==> config.mk <==
export PLATFORM = sky130hd
export DESIGN_NAME = center_of_mass
export DESIGN_NICKNAME = d
export VERILOG_FILES = /design/src/rtl/center_of_mass.sv
export SDC_FILE = /design/constraint.sdc
export NUM_CORES = 1
export LEC_CHECK = 0
export CELL_PAD_IN_SITES_DETAIL_PLACEMENT = 0
export CELL_PAD_IN_SITES_GLOBAL_PLACEMENT = 1
export CORE_ASPECT_RATIO = 2
export CORE_MARGIN = 3
export CORE_UTILIZATION = 35
export CTS_BUF_LIST = sky130_fd_sc_hd__clkbuf_8
export CTS_CLUSTER_SIZE = 8
export DETAILED_ROUTE_END_ITERATION = 8
export DONT_BUFFER_PORTS = 1
export GPL_ROUTABILITY_DRIVEN = 0
export PLACE_DENSITY = 0.58
export SLEW_MARGIN = 20
export SYNTH_ARGS = -nofsm -noshare
export SYNTH_HDL_FRONTEND = slang
export SYNTH_SLANG_ARGS = --single-unit
==> constraint.sdc <==
create_clock -name clk_in -period 4.8 [get_ports clk_in]
set_input_delay 0 -clock clk_in [delete_from_list [all_inputs] [get_ports clk_in]]
set_output_delay 0 -clock clk_in [all_outputs]
set_load 0.03 [all_outputs]
==> src/rtl/center_of_mass.sv <==
// center_of_mass
//   Accumulates the coordinates of every flagged pixel in a frame. On the
//   end-of-frame strobe it divides the coordinate sums by the pixel count with
//   two parallel restoring dividers and presents the centroid.
// Ports:
//   clk_in       camera clock
//   rst_in       synchronous active-high reset
//   x_in, y_in   current pixel coordinate
//   valid_in     pixel is flagged (accumulate it)
//   tabulate_in  single-cycle end-of-frame strobe
//   x_out, y_out centroid (floor of mean), held between results
//   valid_out    one-cycle pulse when a new centroid is presented
module center_of_mass #(
  parameter int H_WIDTH    = 11,
  parameter int V_WIDTH    = 10,
  parameter int SUM_WIDTH  = 32,
  parameter int MIN_PIXELS = 1
) (
  input  logic               clk_in,
  input  logic               rst_in,
  input  logic [H_WIDTH-1:0] x_in,
  input  logic [V_WIDTH-1:0] y_in,
  input  logic               valid_in,
  input  logic               tabulate_in,
  output logic [H_WIDTH-1:0] x_out,
  output logic [V_WIDTH-1:0] y_out,
  output logic               valid_out
);

  localparam int W  = SUM_WIDTH;
  localparam int CW = $clog2(SUM_WIDTH);

  localparam logic [1:0] S_IDLE   = 2'd0;
  localparam logic [1:0] S_DIVIDE = 2'd1;
  localparam logic [1:0] S_DONE   = 2'd2;

  logic [1:0]         state_q, state_d;
  logic [CW-1:0]      iter_q, iter_d;
  logic [W-1:0]       sum_x_q, sum_x_d, sum_y_q, sum_y_d, count_q, count_d;
  // Dividend registers shift left one bit per cycle and fill with quotient
  // bits, so after W cycles they hold the quotients.
  logic [W-1:0]       dvd_x_q, dvd_x_d, dvd_y_q, dvd_y_d;
  logic [W-1:0]       rem_x_q, rem_x_d, rem_y_q, rem_y_d;
  logic [W-1:0]       divisor_q, divisor_d;
  logic [H_WIDTH-1:0] x_out_q, x_out_d;
  logic [V_WIDTH-1:0] y_out_q, y_out_d;
  logic               valid_out_q, valid_out_d;

  logic [W-1:0] snap_x, snap_y, snap_cnt;
  logic [W:0]   rem_x_sh, rem_y_sh, diff_x, diff_y;
  logic         ge_x, ge_y;

  always_comb begin
    // The pixel presented alongside the strobe still belongs to this frame.
    snap_x   = sum_x_q + (valid_in ? W'(x_in) : '0);
    snap_y   = sum_y_q + (valid_in ? W'(y_in) : '0);
    snap_cnt = count_q + (valid_in ? W'(1) : '0);
    sum_x_d  = tabulate_in ? '0 : snap_x;
    sum_y_d  = tabulate_in ? '0 : snap_y;
    count_d  = tabulate_in ? '0 : snap_cnt;

    // Restoring step: the partial remainder is below the divisor, so after
    // shifting in one dividend bit it needs W+1 bits.
    rem_x_sh = {rem_x_q, dvd_x_q[W-1]};
    rem_y_sh = {rem_y_q, dvd_y_q[W-1]};
    diff_x   = rem_x_sh - {1'b0, divisor_q};
    diff_y   = rem_y_sh - {1'b0, divisor_q};
    ge_x     = rem_x_sh >= {1'b0, divisor_q};
    ge_y     = rem_y_sh >= {1'b0, divisor_q};

    state_d     = state_q;
    iter_d      = iter_q;
    dvd_x_d     = dvd_x_q;
    dvd_y_d     = dvd_y_q;
    rem_x_d     = rem_x_q;
    rem_y_d     = rem_y_q;
    divisor_d   = divisor_q;
    x_out_d     = x_out_q;
    y_out_d     = y_out_q;
    valid_out_d = 1'b0;

    case (state_q)
      S_IDLE: begin
        if (tabulate_in && (snap_cnt >= W'(MIN_PIXELS))) begin
          dvd_x_d   = snap_x;
          dvd_y_d   = snap_y;
          divisor_d = snap_cnt;
          rem_x_d   = '0;
          rem_y_d   = '0;
          iter_d    = '0;
          state_d   = S_DIVIDE;
        end
      end
      S_DIVIDE: begin
        rem_x_d = ge_x ? diff_x[W-1:0] : rem_x_sh[W-1:0];
        rem_y_d = ge_y ? diff_y[W-1:0] : rem_y_sh[W-1:0];
        dvd_x_d = {dvd_x_q[W-2:0], ge_x};
        dvd_y_d = {dvd_y_q[W-2:0], ge_y};
        iter_d  = iter_q + CW'(1);
        if (iter_q == CW'(W-1)) begin
          iter_d  = '0;
          state_d = S_DONE;
        end
      end
      S_DONE: begin
        // Quotient is bounded by the largest coordinate, so truncation is exact.
        x_out_d     = dvd_x_q[H_WIDTH-1:0];
        y_out_d     = dvd_y_q[V_WIDTH-1:0];
        valid_out_d = 1'b1;
        state_d     = S_IDLE;
      end
      default: state_d = S_IDLE;
    endcase
  end

  always_ff @(posedge clk_in) begin
    if (rst_in) begin
      state_q     <= S_IDLE;
      iter_q      <= '0;
      sum_x_q     <= '0;
      sum_y_q     <= '0;
      count_q     <= '0;
      dvd_x_q     <= '0;
      dvd_y_q     <= '0;
      rem_x_q     <= '0;
      rem_y_q     <= '0;
      divisor_q   <= '0;
      x_out_q     <= '0;
      y_out_q     <= '0;
      valid_out_q <= 1'b0;
    end else begin
      state_q     <= state_d;
      iter_q      <= iter_d;
      sum_x_q     <= sum_x_d;
      sum_y_q     <= sum_y_d;
      count_q     <= count_d;
      dvd_x_q     <= dvd_x_d;
      dvd_y_q     <= dvd_y_d;
      rem_x_q     <= rem_x_d;
      rem_y_q     <= rem_y_d;
      divisor_q   <= divisor_d;
      x_out_q     <= x_out_d;
      y_out_q     <= y_out_d;
      valid_out_q <= valid_out_d;
    end
  end

  assign x_out     = x_out_q;
  assign y_out     = y_out_q;
  assign valid_out = valid_out_q;

endmodule

Word-level counts from Yosys, hierarchy flattened:

Cells that the tools add are included.
Widths: inputs -> output; s select.

* input bits: 25
* word-level logic and storage cells: 53
* register bits after elaboration: 285

* mux-type cells: 19
* order comparisons: 3
* reductions and logical operators: 7
* equal/unequal tests: 5
* add/sub/neg operators: 6

Operators with widths (number)
* $pmux 32 s2: 4
* $mux 32: 5
* $ge 33x32->1: 2
* $sub 32x32->32: 2
* $add 32x1->32: 1
* $add 32x10->32: 1
* $add 32x11->32: 1
* $ge 32x1->1 const B: 1
* $mux 11: 1
* $mux 10: 1
* $mux 5: 2
* $pmux 5 s2: 1
* $reduce_and 2->1: 3
* $add 5x1->5 const B: 1
* $eq 5x5->1 const B: 1
* $mux 2: 2
* $ne 2x2->1 const B: 2
* $pmux 2 s2: 1
* $eq 2x1->1 const B: 1
* $eq 2x2->1 const B: 1
* $logic_not 2->1: 1
* $mux 1: 2
* $reduce_bool 2->1: 1
* $reduce_or 2->1: 1
* $logic_and 1x1->1: 1

Depth between registers and ports, before layout:

* depth after elaboration: 6
* depth in mapped cells: 15

Worst setup path before layout:

OpenSTA, ideal clock, no wires.

* path kind: register -> register
* start: register count_q[0]
* end: register dvd_x_q[19]
* path slack: 1519 ps
* arrival time: 3165 ps
* stages on the path, launching flop included: 15
* library setup time: 116 ps
* period minus slack after synthesis: 3281 ps
* cells stage by stage: dfxtp_1 -> ha_1 -> ha_1 -> and3_1 -> clkbuf_1 -> nand3_1 -> o41ai_2 -> nand4_1 -> nor4_2 -> a41oi_4 -> and2_1 -> buf_4 -> buf_12 -> buf_6 -> a31o_2

* longest elaborated chain between the ends: 5

RTL lines
* start: declaration: RTL line 39 `logic [W-1:0] sum_x_q, sum_x_d, sum_y_q, sum_y_d, count_q, count_d;`
* start signal: assignment: RTL line 136 `count_q <= count_d;`
* $add 32x1->32: RTL line 57 `snap_cnt = count_q + (valid_in ? W'(1) : '0);`
* $ge 32x1->1: RTL line 84 `if (tabulate_in && (snap_cnt >= W'(MIN_PIXELS))) begin`
* $logic_and 1x1->1: RTL line 84
* $ne 2x2->1 (no line)
* $reduce_and 2->1 (no line)
* end signal: assignment: RTL line 137 `dvd_x_q <= dvd_x_d;`
* end: declaration: RTL line 42 `logic [W-1:0] dvd_x_q, dvd_x_d, dvd_y_q, dvd_y_d;`

No other way between the ends.
A chain may end at the register's enable or synchronous reset.

Worst setup path in the final report:

* start: register count_q[0]
* end: register divisor_q[18]

* longest elaborated chain between the ends: 4

RTL lines
* $add 32x1->32 (*): RTL line 57
* $ge 32x1->1: RTL line 84
* $logic_and 1x1->1: RTL line 84
* $reduce_and 2->1 (no line)
* end signal: assignment: RTL line 141 `divisor_q <= divisor_d;`
* end: declaration: RTL line 44 `logic [W-1:0] divisor_q, divisor_d;`

Every way passes the cells marked *; elsewhere a longest branch is shown, timed or not.

==> summary.md <==
The run finished with clean final reports. After synthesis, the cell types taking the most area are sky130_fd_sc_hd__dfxtp_1, sky130_fd_sc_hd__ha_1, sky130_fd_sc_hd__nor2_1. The top cell type by area accounts for 35.08% of the synthesized area.

The number of failing setup endpoints in the final timing report was 0. The tools report the met3 global-route usage as 2.408%. The fraction of final layout cells with drive strength greater than 1 was 7.054%. The worst path in the final design needs a cycle of 4556 ps, including I/O delays and setup.

The die boundary height is 310.8 um, and the count of maximum capacitance violations is 0. After Yosys synthesis, XOR and XNOR cells account for 7.701% of the synthesized area. The finished layout holds 2565 standard cells, fillers aside. The TritonCTS buffer count was 48.

The leakage dissipation is 6.985 nW, and the data arrival at the endpoint of the critical path is 5110 ps. Relative to the synthesized area, the layout overhead comes to 11.26%. In this run, the number of DRC markers left after iteration 0 of detailed routing was 687. The first global-routing pass estimated 82.22 mm of wire. The combinational family with the most area after synthesis was compound AO/OA/AOI/OAI gates. The tools report the remaining number of nets flagged by the antenna check after routing as 0.

The critical path's largest stage delay is 640 ps. Synthesized area per cell: 8.310 um2. For this design the ratio of total power to cell area is 668.9 nW/um2. The die outline area is 49250 um2. Counting flops and latches in the post-synthesis netlist gives 285. After legalization and detailed placement, the total HPWL measured 38.22 mm. The number of pins with negative max-slew slack in the final report is 0.

The final count of hold timing violations was 0; the met2 demand-to-capacity share in global routing was 44.16%. Sorting the synthesized cells by how often they occur yields sky130_fd_sc_hd__dfxtp_1, sky130_fd_sc_hd__nor2_1, sky130_fd_sc_hd__nand2_1. Count of standard-cell rows: 111.

The global-route layer with the greatest usage is met2. For the worst setup path, the data required time is 5360 ps. Counting along the longest clock path gives a buffer depth of 3. After synthesis the cells add up to 16260 um2. In this run the worst hold path is classified as input pin to flop. Async set or reset register ratio after synthesis: 0%. Setup repair after global routing left no endpoint under its margin. For the worst-skew pair, the clock arrives at the later sink with an insertion delay of 620 ps. The slowest stage of the critical path belongs to the cell sky130_fd_sc_hd__or4_1. Measured in cells, the most critical reg-to-reg path has a length of 13. For this run the aggregate overflow at the end of global routing stands at 0.

The number of vias after detailed routing is 14.09k. For the total design power, the log shows 12.10 mW. Cells fill 39.48% of the core in the end. The most area-hungry cell type in the Yosys netlist was sky130_fd_sc_hd__dfxtp_1. The most prevalent standard cell on the critical path is sky130_fd_sc_hd__ha_1. The routed wirelength normalized by instance count came out at 20.54 um. Summing the areas of all and, or, nand and nor instances in the mapped netlist gives 20.21% of the synthesized area. The final layout contains 2082 nets. The cell family contributing the most delay on the critical path is simple AND/OR/NAND/NOR gates. For this run, design rule violations remaining after detail routing come to 0.

For this run, the number of Yosys warnings is 0. The fraction of the yosys area taken by sequential cells was 35.08%; the detail-routed via count per cell was 5.494. The count of pins on the block boundary came out at 47. Entering global routing, the biggest net connects 121 pins. The number of search-and-repair iterations in the first detailed-routing pass is 8. Along the worst hold path, the cell count comes to 7. After clock tree synthesis, the clock-pin slew on the worst setup and hold paths is 60 ps. Yosys mapped a number of flops with a built-in enable equal to 0. The logic depth of the worst setup path including buffers is 13, and the cell count after placement is 2448.

The logs give 2 for the number of H-tree levels and 0.9010 mV for the maximum vdd drop. The count of input and output buffers is 0. At the pin with the least slew margin, the transition time is 1065 ps.

Counting every instance in the synthesized netlist gives 1957. Most used flip-flop cell after synthesis: sky130_fd_sc_hd__dfxtp_1. The clock skew was 31.45 ps; the combined buffer and inverter count along the critical path was 2. The tools report the number of global-route vias before repair as 14.82k. The signal on the critical path passes through ha_1 > ha_1 > and3_1 > nand3_1 > or4_1 > nand4_1 > nor4_2 > a41oi_4 > and2_4 > buf_12 > nor2_1 > a211oi_2 > dlygate4sd3_1. The net count after synthesis was 2075.

In the finished design, the share of the clock period the worst path needs comes to 94.93%. The number of antenna violations at the first check in global routing was 1; the peak fanout along the critical path was 52. The leading cell type by number of instances after synthesis is sky130_fd_sc_hd__dfxtp_1. The maximum frequency from static timing analysis is 219.5 MHz. Launching element type of the critical path: a flop. Summing the areas of all fa, ha and maj instances in the mapped netlist gives 7.340% of the synthesized area.

The worst setup path is captured at a flop. The cell at the root of the clock tree is sky130_fd_sc_hd__clkbuf_8. For the global-route usage over all layers, the log shows 21.30%. TritonCTS built the clock tree.

CTS saw 285 sinks. The synthesized netlist devotes 21.30% of its cell area to compound gates. The run gives 28.94% as the relative max-transition margin. The placeable core area came out at 45830 um2. The critical path in this run is classified as flop to flop.

Once the floorplan was initialized, standard cells occupied 35.48% of the core. The width of the die is 158.4 um, and the number of distinct standard cells referenced by the synthesized netlist is 79. After detailed routing, the total wire length is 52.68 mm. The portion of netlist area occupied by mux cells was 3.162%; the met1 routing resource usage after global routing was 20.06%. The tools report the final-layout setup total negative slack as 0 ps.
## report_power, final
group	leakage [nW]	switching, mW	internal (mW)
Sequential	2.31	0.195	2.59
Clock	0.567	1.07	1.18
Combinational	4.11	4.13	2.94
Total	6.99	5.39	6.71
## per-layer routing
metal,routed length [um],vias up
met5,0,-
met4,2068,0
met3,1251,108
met2,31220,220
met1,18130,6768
li1,-,6995
## cell type report
type                            count  area (um2)
Timing Repair Buffer               59       603.1
Antenna cell                        1       2.502
Inverter                           96       360.3
Sequential cell                   285        5705
Clock inverter                     25       133.9
Fill cell                        4766       27740
Multi-Input combinational cell   1474        9756
Clock buffer                       60       825.8
Tap cell                          565       706.9
## cells in the final DEF, fill, tap and decap left out, types with 12 or more instances in the layout
cell                            count
sky130_fd_sc_hd__nand4_1           20
sky130_fd_sc_hd__and2_1            69
sky130_fd_sc_hd__dlygate4sd3_1     29
sky130_fd_sc_hd__a221o_1           15
sky130_fd_sc_hd__ha_1              89
sky130_fd_sc_hd__dfxtp_1          285
sky130_fd_sc_hd__inv_1            114
sky130_fd_sc_hd__and3_1            26
sky130_fd_sc_hd__a21oi_1          123
sky130_fd_sc_hd__a222oi_1          30
sky130_fd_sc_hd__o31ai_1           12
sky130_fd_sc_hd__nor2_1           208
sky130_fd_sc_hd__nor4_1            14
sky130_fd_sc_hd__xor2_1            60
sky130_fd_sc_hd__clkbuf_8          60
sky130_fd_sc_hd__a21o_1            23
sky130_fd_sc_hd__a211oi_1          31
sky130_fd_sc_hd__nand3_1           57
sky130_fd_sc_hd__mux2i_1           48
sky130_fd_sc_hd__nand2_1          196
sky130_fd_sc_hd__xnor2_1           83
sky130_fd_sc_hd__o21ai_0           81
sky130_fd_sc_hd__nor2b_1           12
sky130_fd_sc_hd__buf_4             23
sky130_fd_sc_hd__o21a_1            17
sky130_fd_sc_hd__a211oi_2          15
sky130_fd_sc_hd__nor3_1            41
sky130_fd_sc_hd__o21ai_1           19
## metrics by stage
step	setup slack (ps)	cell area, um2	hold slack (ps)
finish	243.5	18090	114.6
global route	21.66	18090	187.3
CTS	4.288	18090	78.07
detailed placement	789.9	16800	85.03
global placement	862.6	16800	81.37
floorplan	1519	16260	272.1
## worst paths after layout
check,start,slack (ps),to
min,y_in[1],110,sum_y_q[3]$_SDFF_PP0_
max reg2reg,count_q[0]$_SDFF_PP0_,240,divisor_q[18]$_SDFFE_PP0P_
min reg2reg,dvd_x_q[2]$_SDFFE_PP0P_,460,x_out[2]$_SDFFE_PP0P_
max,count_q[0]$_SDFF_PP0_,240,divisor_q[18]$_SDFFE_PP0P_
## logic make-up after synthesis
group | count (synthesis)
AND/OR/NAND/NOR | 698
XOR/XNOR | 143
flip-flops | 285
multiplexers | 51
AO/OA/AOI/OAI | 489
adder cells (fa/ha/maj) | 93
buffers and inverters | 198
## state kept, by name, summed over array words and instances, names as in the netlist, 32 cells and up
| signal | cells |
|---|---|
| count_q | 32 |
| rem_y_q | 32 |
| sum_x_q | 32 |
| rem_x_q | 32 |
| dvd_x_q | 32 |
| sum_y_q | 32 |
| divisor_q | 32 |
| dvd_y_q | 32 |
## worst min-delay path, stage by stage
cell	delay [ps]
sky130_fd_sc_hd__nand2_1	50
sky130_fd_sc_hd__inv_1	60
sky130_fd_sc_hd__ha_1	140
sky130_fd_sc_hd__a21o_1	90
sky130_fd_sc_hd__a21oi_1	100
sky130_fd_sc_hd__xnor2_1	150
sky130_fd_sc_hd__nor2_1	90
## what timing repair did
action / in CTS / in global routing
endpoints found under the setup margin: 0 / 1
endpoints found under the hold margin: 246 / 0
hold buffers: 31 / 0
buffers inserted: 0 / 0
resized for setup: 0 / 1
No activity file was read; power rests on OpenSTA's default activity.
